<file path="config.mk">
export PLATFORM = sky130hd
export DESIGN_NAME = alu_op_sequencer
export DESIGN_NICKNAME = d
export VERILOG_FILES = /design/src/rtl/alu_op_sequencer_pkg.sv /design/src/rtl/alu_op_sequencer_lat.sv /design/src/rtl/alu_op_sequencer.sv
export SDC_FILE = /design/constraint.sdc
export NUM_CORES = 1
export LEC_CHECK = 0
export BUFFER_PORTS_ARGS = -buffer_cell sky130_fd_sc_hd__buf_2
export CAP_MARGIN = 20
export CORE_AREA = 2 2 46 48
export DETAILED_ROUTE_END_ITERATION = 10
export DIE_AREA = 0 0 48 50
export HOLD_SLACK_MARGIN = 0.08
export PLACE_DENSITY = 0.7
export RECOVER_POWER = 50
export SLEW_MARGIN = 20
export SYNTH_ARGS = -nofsm -noshare
export SYNTH_HDL_FRONTEND = slang
export SYNTH_HIERARCHICAL = 1
export SYNTH_SLANG_ARGS = --single-unit
</file>
<file path="constraint.sdc">
create_clock -name clk -period 5.1 [get_ports clk]
set_clock_uncertainty 0.05 [all_clocks]
set_input_delay 0.255 -clock clk [delete_from_list [all_inputs] [get_ports clk]]
set_output_delay 0.255 -clock clk [all_outputs]
set_load 0.02 [all_outputs]
</file>
<file path="src/rtl/alu_op_sequencer_pkg.sv">
// ---------------------------------------------------------------------------
// alu_op_sequencer_pkg
//   Shared definitions for the ALU op sequencer:
//     - ALU op codes (OP_*), 5 bits wide to match the control FSM aluOP field
//     - default multi-cycle latencies for divide and multiply
//     - sequencer state encoding (STATE_SEQ_*)
//   Codes 5'h0E..5'h1F are unassigned. The sequencer treats them as illegal.
// ---------------------------------------------------------------------------
package alu_op_sequencer_pkg;

  localparam int OP_W = 5;

  // Single-cycle ALU ops.
  localparam logic [OP_W-1:0] OP_ADD      = 5'h00;
  localparam logic [OP_W-1:0] OP_SUB      = 5'h01;
  localparam logic [OP_W-1:0] OP_AND      = 5'h02;
  localparam logic [OP_W-1:0] OP_OR       = 5'h03;
  localparam logic [OP_W-1:0] OP_XOR      = 5'h04;
  localparam logic [OP_W-1:0] OP_NOR      = 5'h05;
  localparam logic [OP_W-1:0] OP_SLL      = 5'h06;
  localparam logic [OP_W-1:0] OP_SRL      = 5'h07;
  localparam logic [OP_W-1:0] OP_SRA      = 5'h08;
  localparam logic [OP_W-1:0] OP_SLT      = 5'h09;
  localparam logic [OP_W-1:0] OP_SLTU     = 5'h0A;
  localparam logic [OP_W-1:0] OP_LUI      = 5'h0B;

  // Multi-cycle ALU ops.
  localparam logic [OP_W-1:0] OP_MULTIPLY = 5'h0C;
  localparam logic [OP_W-1:0] OP_DIVIDE   = 5'h0D;

  // Default latencies, in ALU cycles.
  localparam int DIV_LATENCY_DEF = 16;
  localparam int MUL_LATENCY_DEF = 4;

  typedef enum logic [1:0] {
    STATE_SEQ_IDLE = 2'd0,
    STATE_SEQ_EXEC = 2'd1,
    STATE_SEQ_WB   = 2'd2
  } seq_state_e;

endpackage : alu_op_sequencer_pkg

</file>
<file path="src/rtl/alu_op_sequencer_lat.sv">
// ---------------------------------------------------------------------------
// alu_lat_counter
//   Down-counter that tracks the ALU cycles remaining for the op in flight.
//   Reaching zero tells the sequencer that the current EXEC cycle is the last.
//   The counter stops at zero and never wraps.
//
// Ports
//   clk         in  clock, all logic on posedge
//   reset       in  synchronous, active-low reset (clears count)
//   clear       in  abandon the current count (flush)
//   load        in  load load_value (takes priority over dec)
//   load_value  in  CNT_BITS, value to load (latency - 1)
//   dec         in  decrement by one, saturating at zero
//   zero        out count == 0
// ---------------------------------------------------------------------------
module alu_lat_counter #(
  parameter int CNT_BITS = 5
) (
  input  logic                clk,
  input  logic                reset,
  input  logic                clear,
  input  logic                load,
  input  logic [CNT_BITS-1:0] load_value,
  input  logic                dec,
  output logic                zero
);

  logic [CNT_BITS-1:0] count;

  // NOTE: reset is sampled only at posedge clk, so it sits inside the clocked
  // block and is absent from the sensitivity list.
  always_ff @(posedge clk) begin
    if (!reset) begin
      count <= '0;
    end else if (clear) begin
      count <= '0;
    end else if (load) begin
      count <= load_value;
    end else if (dec && (count != '0)) begin
      count <= count - 1'b1;
    end
  end

  assign zero = (count == '0);

endmodule : alu_lat_counter

</file>
<file path="src/rtl/alu_op_sequencer.sv">
// ---------------------------------------------------------------------------
// alu_op_sequencer
//   Issues ALU ops on behalf of the multi-cycle control FSM. The sequencer
//   accepts one op per valid/ready handshake. It holds alu_op stable for the
//   op's latency, then pulses write_enable for one cycle so the register
//   file can write back. The control FSM stalls while req_ready is low.
//
//   Timeline for an op accepted at cycle N with latency L:
//     EXEC  N+1 .. N+L  (alu_start in N+1)
//     WB    N+L+1       (write_enable, wr_addr)
//     next accept no earlier than N+L+2
//   An unknown op is accepted. It pulses illegal_op in N+1 and stays IDLE.
//
// Ports
//   clk           in   clock, all logic on posedge
//   reset         in   synchronous, active-low reset
//   flush         in   abort current op, no writeback
//   req_valid     in   control FSM presents an op
//   req_ready     out  sequencer can accept (IDLE and !flush)
//   req_op        in   OP_BITS, ALU op code (OP_*)
//   req_rd        in   RD_BITS, destination register
//   alu_op        out  OP_BITS, op driven to ALU, stable through EXEC
//   alu_start     out  one-cycle pulse, first EXEC cycle
//   write_enable  out  one-cycle register write strobe (WB)
//   wr_addr       out  RD_BITS, destination for write_enable
//   busy          out  high in EXEC and WB
//   illegal_op    out  one-cycle pulse after an unknown op is accepted
//   perf_busy     out  [31:0] cycles with busy=1   (ALU_SEQ_PERF_EN only)
//   perf_ops      out  [15:0] ops reaching WB      (ALU_SEQ_PERF_EN only)
//
// Configuration
//   ALU_SEQ_PERF_EN  when defined, adds the saturating perf_busy/perf_ops
//                    counters. Reset clears them and flush does not.
// ---------------------------------------------------------------------------
module alu_op_sequencer
  import alu_op_sequencer_pkg::*;
#(
  parameter int OP_BITS     = OP_W,
  parameter int RD_BITS     = 3,
  parameter int DIV_LATENCY = DIV_LATENCY_DEF,
  parameter int MUL_LATENCY = MUL_LATENCY_DEF,
  parameter int CNT_BITS    = 5
) (
  input  logic               clk,
  input  logic               reset,
  input  logic               flush,
  input  logic               req_valid,
  output logic               req_ready,
  input  logic [OP_BITS-1:0] req_op,
  input  logic [RD_BITS-1:0] req_rd,
  output logic [OP_BITS-1:0] alu_op,
  output logic               alu_start,
  output logic               write_enable,
  output logic [RD_BITS-1:0] wr_addr,
  output logic               busy,
  output logic               illegal_op
`ifdef ALU_SEQ_PERF_EN
  ,
  output logic [31:0]        perf_busy,
  output logic [15:0]        perf_ops
`endif
);

  seq_state_e          state;
  logic                accept;
  logic                req_known;
  logic [CNT_BITS-1:0] req_load;
  logic                cnt_zero;

  // ------------------------------------------------------------------------
  // Latency lookup: the counter is loaded with latency-1, so a single-cycle
  // op loads zero and leaves EXEC after one cycle.
  // ------------------------------------------------------------------------
  // NOTE: each output of a combinational block gets a default value first.
  // That way no path leaves it unassigned and no latch is inferred.
  always_comb begin
    req_known = 1'b1;
    req_load  = '0;
    case (req_op)
      OP_BITS'(OP_DIVIDE):   req_load = CNT_BITS'(DIV_LATENCY - 1);
      OP_BITS'(OP_MULTIPLY): req_load = CNT_BITS'(MUL_LATENCY - 1);
      OP_BITS'(OP_ADD),
      OP_BITS'(OP_SUB),
      OP_BITS'(OP_AND),
      OP_BITS'(OP_OR),
      OP_BITS'(OP_XOR),
      OP_BITS'(OP_NOR),
      OP_BITS'(OP_SLL),
      OP_BITS'(OP_SRL),
      OP_BITS'(OP_SRA),
      OP_BITS'(OP_SLT),
      OP_BITS'(OP_SLTU),
      OP_BITS'(OP_LUI):      req_load = '0;
      default:               req_known = 1'b0;
    endcase
  end

  // flush blocks acceptance in the same cycle. An op offered with flush is
  // simply not taken.
  assign req_ready = (state == STATE_SEQ_IDLE) && !flush;
  assign accept    = req_valid && req_ready;

  // Flush wins over writeback even in the WB cycle itself. For that reason
  // the strobe is gated combinationally rather than registered.
  assign write_enable = (state == STATE_SEQ_WB) && !flush;

  // ------------------------------------------------------------------------
  // Latency counter
  // ------------------------------------------------------------------------
  alu_lat_counter #(
    .CNT_BITS (CNT_BITS)
  ) u_lat_counter (
    .clk        (clk),
    .reset      (reset),
    .clear      (flush),
    .load       (accept && req_known),
    .load_value (req_load),
    .dec        (state == STATE_SEQ_EXEC),
    .zero       (cnt_zero)
  );

  // ------------------------------------------------------------------------
  // Sequencer FSM with registered outputs
  // ------------------------------------------------------------------------
  // NOTE: state and registered outputs use non-blocking assignments. Every
  // register then updates from the same pre-edge values, and the result
  // does not depend on statement order.
  always_ff @(posedge clk) begin
    if (!reset) begin
      state      <= STATE_SEQ_IDLE;
      alu_op     <= '0;
      wr_addr    <= '0;
      alu_start  <= 1'b0;
      busy       <= 1'b0;
      illegal_op <= 1'b0;
    end else begin
      alu_start  <= 1'b0;
      illegal_op <= 1'b0;
      case (state)
        STATE_SEQ_IDLE: begin
          if (accept) begin
            alu_op  <= req_op;
            wr_addr <= req_rd;
            if (req_known) begin
              state     <= STATE_SEQ_EXEC;
              alu_start <= 1'b1;
              busy      <= 1'b1;
            end else begin
              illegal_op <= 1'b1;
            end
          end
        end
        STATE_SEQ_EXEC: begin
          if (flush) begin
            state <= STATE_SEQ_IDLE;
            busy  <= 1'b0;
          end else if (cnt_zero) begin
            state <= STATE_SEQ_WB;
          end
        end
        STATE_SEQ_WB: begin
          // One WB cycle only, whether or not flush suppressed the write.
          state <= STATE_SEQ_IDLE;
          busy  <= 1'b0;
        end
        default: begin
          state <= STATE_SEQ_IDLE;
          busy  <= 1'b0;
        end
      endcase
    end
  end

`ifdef ALU_SEQ_PERF_EN
  // ------------------------------------------------------------------------
  // Performance counters: saturate at all-ones; only reset clears them.
  // perf_ops counts every WB cycle, including a WB whose write was flushed.
  // ------------------------------------------------------------------------
  always_ff @(posedge clk) begin
    if (!reset) begin
      perf_busy <= '0;
      perf_ops  <= '0;
    end else begin
      if (busy && (perf_busy != '1)) begin
        perf_busy <= perf_busy + 32'd1;
      end
      if ((state == STATE_SEQ_WB) && (perf_ops != '1)) begin
        perf_ops <= perf_ops + 16'd1;
      end
    end
  end
`endif

endmodule : alu_op_sequencer

</file>
==> results of run 1 <==
## layout make-up
cell class                 count  area [um^2]
multi-input combinational     72        420.4
timing repair buffer          24        105.1
inverter                       6        22.52
tap                           27        33.78
fill                         190        937.1
sequential                    18        360.3
clock buffer                   3        22.52
## worst max path at each step
stage	from	to	depth (start not counted)
after floorplan	state[1]	u_lat_counter/count[4]	7
after global placement	flush	u_lat_counter/count[4]	6
after detailed placement	flush	u_lat_counter/count[4]	6
after CTS	state[0]	u_lat_counter/count[4]	5
after global routing	state[0]	state[0]	3
final	state[1]	state[0]	3
## cell families after synthesis
| kind of cell | after synthesis |
|---|---|
| buffers and inverters | 9 |
| adders and majority gates | 1 |
| AOI/OAI and AO/OA | 23 |
| DFF | 18 |
| and+or+nand+nor | 47 |
| other | 1 |
## power groups by stage
stage | Sequential [mW] | Combinational [mW] | Clock (mW)
after floorplan | 0.156 | 0.0191 | 0
after global placement | 0.151 | 0.0372 | 0
after detailed placement | 0.151 | 0.0378 | 0
after CTS | 0.148 | 0.0378 | 0.0699
after global routing | 0.149 | 0.0401 | 0.0766
final | 0.148 | 0.0355 | 0.0661
## cells in the final DEF (no fill, tap or decap), types with 3 or more instances in the layout
cell                       Yosys  final
sky130_fd_sc_hd__nor2_1        6      6
sky130_fd_sc_hd__buf_2         1     12
sky130_fd_sc_hd__o21ai_0       4      4
sky130_fd_sc_hd__clkbuf_1      2     12
sky130_fd_sc_hd__clkbuf_4      0      3
sky130_fd_sc_hd__a21boi_1      8      7
sky130_fd_sc_hd__dfxtp_1      18     18
sky130_fd_sc_hd__inv_1         6      6
sky130_fd_sc_hd__nor3_1        3      3
sky130_fd_sc_hd__nand2_1      21     21
sky130_fd_sc_hd__nand3_1       3      3
sky130_fd_sc_hd__a21oi_1       3      3
## layer usage
metal  vias to the layer above  wire length (um)  GRT usage [%]
met4                         0                 0          2.703
li1                        393                 -              -
met3                         0                78          3.297
met5                         -                 0              0
met1                       347               829          22.42
met2                        16               725          23.56
## registers in the layout, indices dropped and copies added, names as in the netlist
name                 cells
illegal_op               1
busy                     1
state                    2
u_lat_counter/count      5
wr_addr                  3
alu_start                1
alu_op                   5
## critical path: stages, from the launching register on
cell                      delay, ps
sky130_fd_sc_hd__dfxtp_1        350
sky130_fd_sc_hd__nor4b_1       1310
sky130_fd_sc_hd__nand2_1        180
sky130_fd_sc_hd__o22ai_1        240
## stage by stage
stage / setup WS, ps / util [%] / power [mW] / hold slack [ps] / cells
after CTS: 2954 / 52.30 / 0.2558 / 148.1 / 150
final: 2903 / 50.72 / 0.2495 / 154.3 / 150
after global routing: 2627 / 50.72 / 0.2654 / 155.0 / 150
after global placement: 3045 / 51.12 / 0.1884 / 389.8 / 147
after detailed placement: 2962 / 51.12 / 0.1891 / 395.3 / 147
after floorplan: 3294 / - / 0.1750 / 339.9 / 99
## synth_stat cells, types with 2 or more instances
master	instances	share of area, %
sky130_fd_sc_hd__a21boi_1	8	7.2
sky130_fd_sc_hd__a21oi_1	3	1.8
sky130_fd_sc_hd__a31oi_1	2	1.5
sky130_fd_sc_hd__clkbuf_1	2	0.90
sky130_fd_sc_hd__dfxtp_1	18	43
sky130_fd_sc_hd__inv_1	6	2.7
sky130_fd_sc_hd__nand2_1	21	9.5
sky130_fd_sc_hd__nand3_1	3	1.8
sky130_fd_sc_hd__nor2_1	6	2.7
sky130_fd_sc_hd__nor3_1	3	1.8
sky130_fd_sc_hd__nor3b_1	2	1.8
sky130_fd_sc_hd__o21ai_0	4	2.4
sky130_fd_sc_hd__or4b_1	2	2.4
==> flow_metrics.tcl, run 1 <==
set metrics [dict create \
    cellPowerDensity_nw_per_um2 258.6 \
    fp.dieArea_um2 2400 \
    post_dp_cell_area_um2 972.2 \
    pin_count_of_the_biggest_net_entering_global_routing 15 \
    yosys.cell_types.count 32 \
    post_synthesis_cell_count 99 \
    number_of_antenna_violations_at_the_first_check_in_global_routing 0 \
    timing.critical_path.to_type "flop" \
    mappedNetlistNets 112 \
    violations "capacitance limit, slew limit" \
    grt_first_pass_wirelength_um 2787 \
    netSwitchingPower_mw 0.06352 \
    clk-insertion-delay-late_ps 280 \
    timing.hold.worst_path_depth 3 \
    fraction_of_the_yosys_area_taken_by_sequential_cells_pct 43.37 \
    power_frac_seq_pct 59.3 \
    drtPass1Iterations 4 \
    worst_setup_hold_path_clk_slew_ps 90 \
    synth_top_flop_cell "sky130_fd_sc_hd__dfxtp_1" \
    synthArstFlopShare_pct 0 \
    remaining_drc_errors 0 \
    num_vias 756 \
    share_of_the_clock_period_used_by_the_worst_path_after_layout_pct 43.09 \
    critical_path.reg2reg.startpoint "state[1]" \
    grt_pass1_vias 658 \
    timing_hold_violations_final 0 \
    setup_viol 0 \
    syn_area_um2 830.8 \
    areaGrowthSynthToFinish_pct 16.11 \
    design_area_um2 964.7 \
    layout.nets 138 \
    ios 25 \
    worst_ep_arrival_time_ps 2350 \
    mux_share_of_post_synthesis_cell_area_pct 0 \
    comb_pwr_share_pct 14.2 \
    synth_top_family_by_area "simple AND/OR/NAND/NOR gates" \
    timing.setup.critical_path_class "flop to flop" \
    grt-ovfl-total 0 \
    worst-r2r-setup-slack_ps 2900 \
    drv.max_cap_violation_count 1 \
    cts.root.buffer_cell "sky130_fd_sc_hd__clkbuf_4" \
    synth_enable_flop_cells 0 \
    initial_utilization_pct 43.68 \
    unrepaired_setup_endpoints_after_global_routing "false" \
    synth_adder_area_share_pct 1.506 \
    postSynthAreaPerCell_um2 8.392 \
    critical_path.reg2reg.endpoint "state[0]" \
    min_path_type "primary input to flop" \
    number_of_setup_buffers_added_after_cts 0 \
    power_switching_share_pct 25.46 \
    critPathMaxFanout 10 \
    cts_max_level 1 \
    reg2reg_path_depth 3 \
    antenna_violating_nets_post_route 0 \
    fin_setup_tns_ps 0 \
    place_hpwl_um 1295 \
    timing.critical_path.required_ps 5250 \
    diodes 0 \
    detail_route.wirelength_um 1633 \
    shortest_period_the_worst_path_allows_ps 2197 \
    clock.fmax_ghz 0.4551 \
    critPathLaunchType "flop" \
    total_leakage_power_nw 0.3722 \
    numClockSinks 18 \
    wire_per_inst_um 10.89 \
    internal_power_mw 0.1860 \
    number_of_warnings_issued_by_yosys 6 \
    tritoncts.num_buffers 3 \
    gpl.final_weighted_congestion 0.7851 \
    viasPerCell 5.040 \
    yosys.area_share.simple_pct 30.87 \
    portBuffers 24 \
    core.rowCount 16 \
    run_status "finished with violations" \
    max-slew-margin-rel_pct -6.713 \
    clk_path_buf_depth 2 \
    die_width_um 48 \
    report.final.slew_viol_count 11 \
    drt_initial_violations 5 \
    compound_gate_portion_of_the_synthesized_area_pct 19.58 \
    fp.dieH_um 50 \
    cts-resized-gates 0 \
    floorplan.core_area_um2 1902 \
    drive_above_1_share_pct 15.45 \
    ys_seq_elements 18 \
    tritoncts_clock_tree "built" \
    worst_case_hold_path_end_point "wr_addr[2]" \
    slew_at_the_pin_closest_to_its_max_slew_limit_ps 1578 \
    hold_start "req_rd[2]" \
    power_frac_clock_pct 26.5 \
    cts_hold_repair.buffers 0 \
    grtUsageTotal_pct 15.50 \
    max-vdd-ir-drop_v 0.0001719 \
    post_synth_xor_area_fraction_pct 0 \
]
Note: power is estimated with default switching activity, not from simulation.
==> run 2, diff against run 1 <==
- CORE_AREA: 2 2 46 48 -> 2 2 47 49
- DIE_AREA: 0 0 48 50 -> 0 0 49 51
- clock period: 5.1 -> 1.9 ns (I/O delays scaled with it)
==> run 2 against run 1 <==
The run now ends clean. Setup slack got worse by 2700 ps. Register-to-register slack worse by 2700 ps. Count of clock-buffer cells in the layout rose by 1. Clock power grew to 3.7 times the previous value. Global-route usage increased by 2.1 points. Largest cell class unchanged. Largest power group unchanged. Highest routed layer is now met4.
==> flow_metrics.tcl, run 2 (same netlist as run 1, synthesis figures left out) <==
set metrics [dict create \
    run_status "completed" \
    worst_setup_hold_path_clk_slew_ps 110 \
    post-layout-total-power_mw 0.7601 \
    viasPerCell 5.078 \
    cts-resized-gates 0 \
    power_frac_clock_pct 31.9 \
    worst-r2r-setup-slack_ps 190 \
    worst_path_max_delay_cell "sky130_fd_sc_hd__or4b_1" \
    share_of_the_clock_period_used_by_the_worst_path_after_layout_pct 89.82 \
    areaGrowthSynthToFinish_pct 34.19 \
    initial_utilization_pct 40.27 \
    numClockSinks 18 \
    clk-insertion-delay-late_ps 290 \
    core.rowCount 17 \
    critPathMaxFanout 5 \
    antenna_violating_nets_post_route 0 \
    pre_cts_slack_ps 215.7 \
    detail_route.wirelength_um 1995 \
    crit_path_start "state[0]" \
    shortest_period_the_worst_path_allows_ps 1707 \
    tritoncts_clock_tree "built" \
    portBuffers 24 \
    power_frac_seq_pct 52.2 \
    report.final.slew_viol_count 0 \
    path_depth 5 \
    fp.dieH_um 51 \
    remaining_drc_errors 0 \
    wire_per_inst_um 12.02 \
    cellPowerDensity_nw_per_um2 681.8 \
    total_leakage_power_nw 0.4431 \
    comb_pwr_share_pct 15.9 \
    gpl.final_weighted_congestion 0.7767 \
    drv.max_cap_violation_count 0 \
    clk_path_buf_depth 2 \
    setup_slack_ps 193.5 \
    critical_path.reg2reg.startpoint "state[0]" \
    cts.root.buffer_cell "sky130_fd_sc_hd__clkbuf_4" \
    worst_ep_arrival_time_ps 1870 \
    drt_initial_violations 11 \
    mostFrequentLayoutCell "sky130_fd_sc_hd__nand2_1" \
    ios 25 \
    num_vias 843 \
    pin_count_of_the_biggest_net_entering_global_routing 15 \
    power_switching_share_pct 26.20 \
    grt-ovfl-total 0 \
    critPathLaunchType "flop" \
    number_of_antenna_violations_at_the_first_check_in_global_routing 0 \
    critical-path-max-stage-delay_ps 450 \
    drtPass1Iterations 4 \
    cp_cell_sequence "clkbuf_1 > and2b_1 > or4b_1 > o21ai_0 > nor3b_1" \
    timing.critical_path.required_ps 2060 \
    timing.critical_path.to_type "flop" \
    timing_hold_violations_final 0 \
    drive_above_1_share_pct 18.12 \
    grt_pass1_vias 798 \
    layout.cells.most_common_list "sky130_fd_sc_hd__nand2_1, sky130_fd_sc_hd__dfxtp_1, sky130_fd_sc_hd__clkbuf_1" \
    critical_path.reg2reg.endpoint "u_lat_counter/count[3]" \
    grt_first_pass_wirelength_um 3436 \
    worstSetupEndpoint "u_lat_counter/count[3]" \
    cp_num_buf_inv 1 \
    floorplan.core_area_um2 2063 \
    reg2reg_path_depth 5 \
    max-vdd-ir-drop_v 0.0004119 \
    timing.setup.critical_path_class "flop to flop" \
    min_path_type "primary input to flop" \
    grtUsageTotal_pct 17.64 \
    cp_top_family "simple AND/OR/NAND/NOR gates" \
    fp.dieArea_um2 2499 \
    tritoncts.num_buffers 3 \
    largestRegisters "alu_op: 5 flops, u_lat_counter/count: 5 flops, wr_addr: 3 flops" \
    diodes 0 \
    cts_max_level 1 \
    internal_power_mw 0.5609 \
    clock.fmax_ghz 0.5860 \
    netSwitchingPower_mw 0.1992 \
    place_hpwl_um 1402 \
    die_width_um 49 \
    final.fill_count 216 \
    fin_setup_tns_ps 0 \
    layout.nets 152 \
    setup_viol 0 \
    unrepaired_setup_endpoints_after_global_routing "false" \
]
run 2: area by class of cell:
class	instances	area [um^2]	share of cell area, %
tap	28	35.03	3.143
timing repair buffer	38	225.2	20.20
inverter	6	22.52	2.020
multi-input combinational	72	435.4	39.06
clock buffer	4	36.28	3.255
sequential	18	360.3	32.32
run 2: stage by stage:
stage	std cells	hold slack, ps	area, um^2	util, %
after CTS	166	98.65	1135	55.00
after global placement	154	286.4	1018	49.36
after floorplan	99	179.9	830.8	-
final	166	105.5	1115	54.03
after detailed placement	154	295.7	1018	49.36
after global routing	166	108.1	1115	54.03
run 2: what timing repair did:
action / in CTS / in global routing
hold endpoints to repair: 9 / 0
setup buffers: 0 / 0
setup endpoints to repair: 0 / 0
hold buffers: 8 / 0
run 2: per-layer routing:
layer,routed length (um),global-route usage (%),part of all wire (%)
met1,892,21.82,45
met2,982,29.91,49
met3,67,2.924,3.4
met4,53,8.571,2.7
met5,0,0,0
run 2: how the worst min path moves through the flow:
stage                  to  cells after the start  slack (ps)       from
6_report       illegal_op                      3         110      reset
5_1_grt         alu_op[4]                      2         110      reset
4_1_cts        illegal_op                      3         100      reset
3_5_place_dp   wr_addr[2]                      3         300  req_rd[2]
3_3_place_gp   wr_addr[2]                      3         290  req_rd[2]
2_1_floorplan   alu_op[0]                      2         180  req_op[0]
run 2: power by group through the flow:
| stage | registers [mW] | clock network (mW) | logic, mW |
|---|---|---|---|
| global route | 0.399 | 0.264 | 0.134 |
| finish | 0.397 | 0.242 | 0.121 |
| floorplan | 0.419 | 0 | 0.0512 |
| detailed placement | 0.405 | 0 | 0.110 |
| global placement | 0.405 | 0 | 0.109 |
| CTS | 0.397 | 0.244 | 0.123 |
run 2: worst register-to-register path, stage by stage (launching register included):
cell and delay [ps]:
sky130_fd_sc_hd__dfxtp_1 350, sky130_fd_sc_hd__clkbuf_1 240, sky130_fd_sc_hd__and2b_1 180, sky130_fd_sc_hd__or4b_1 450
sky130_fd_sc_hd__o21ai_0 150, sky130_fd_sc_hd__nor3b_1 210
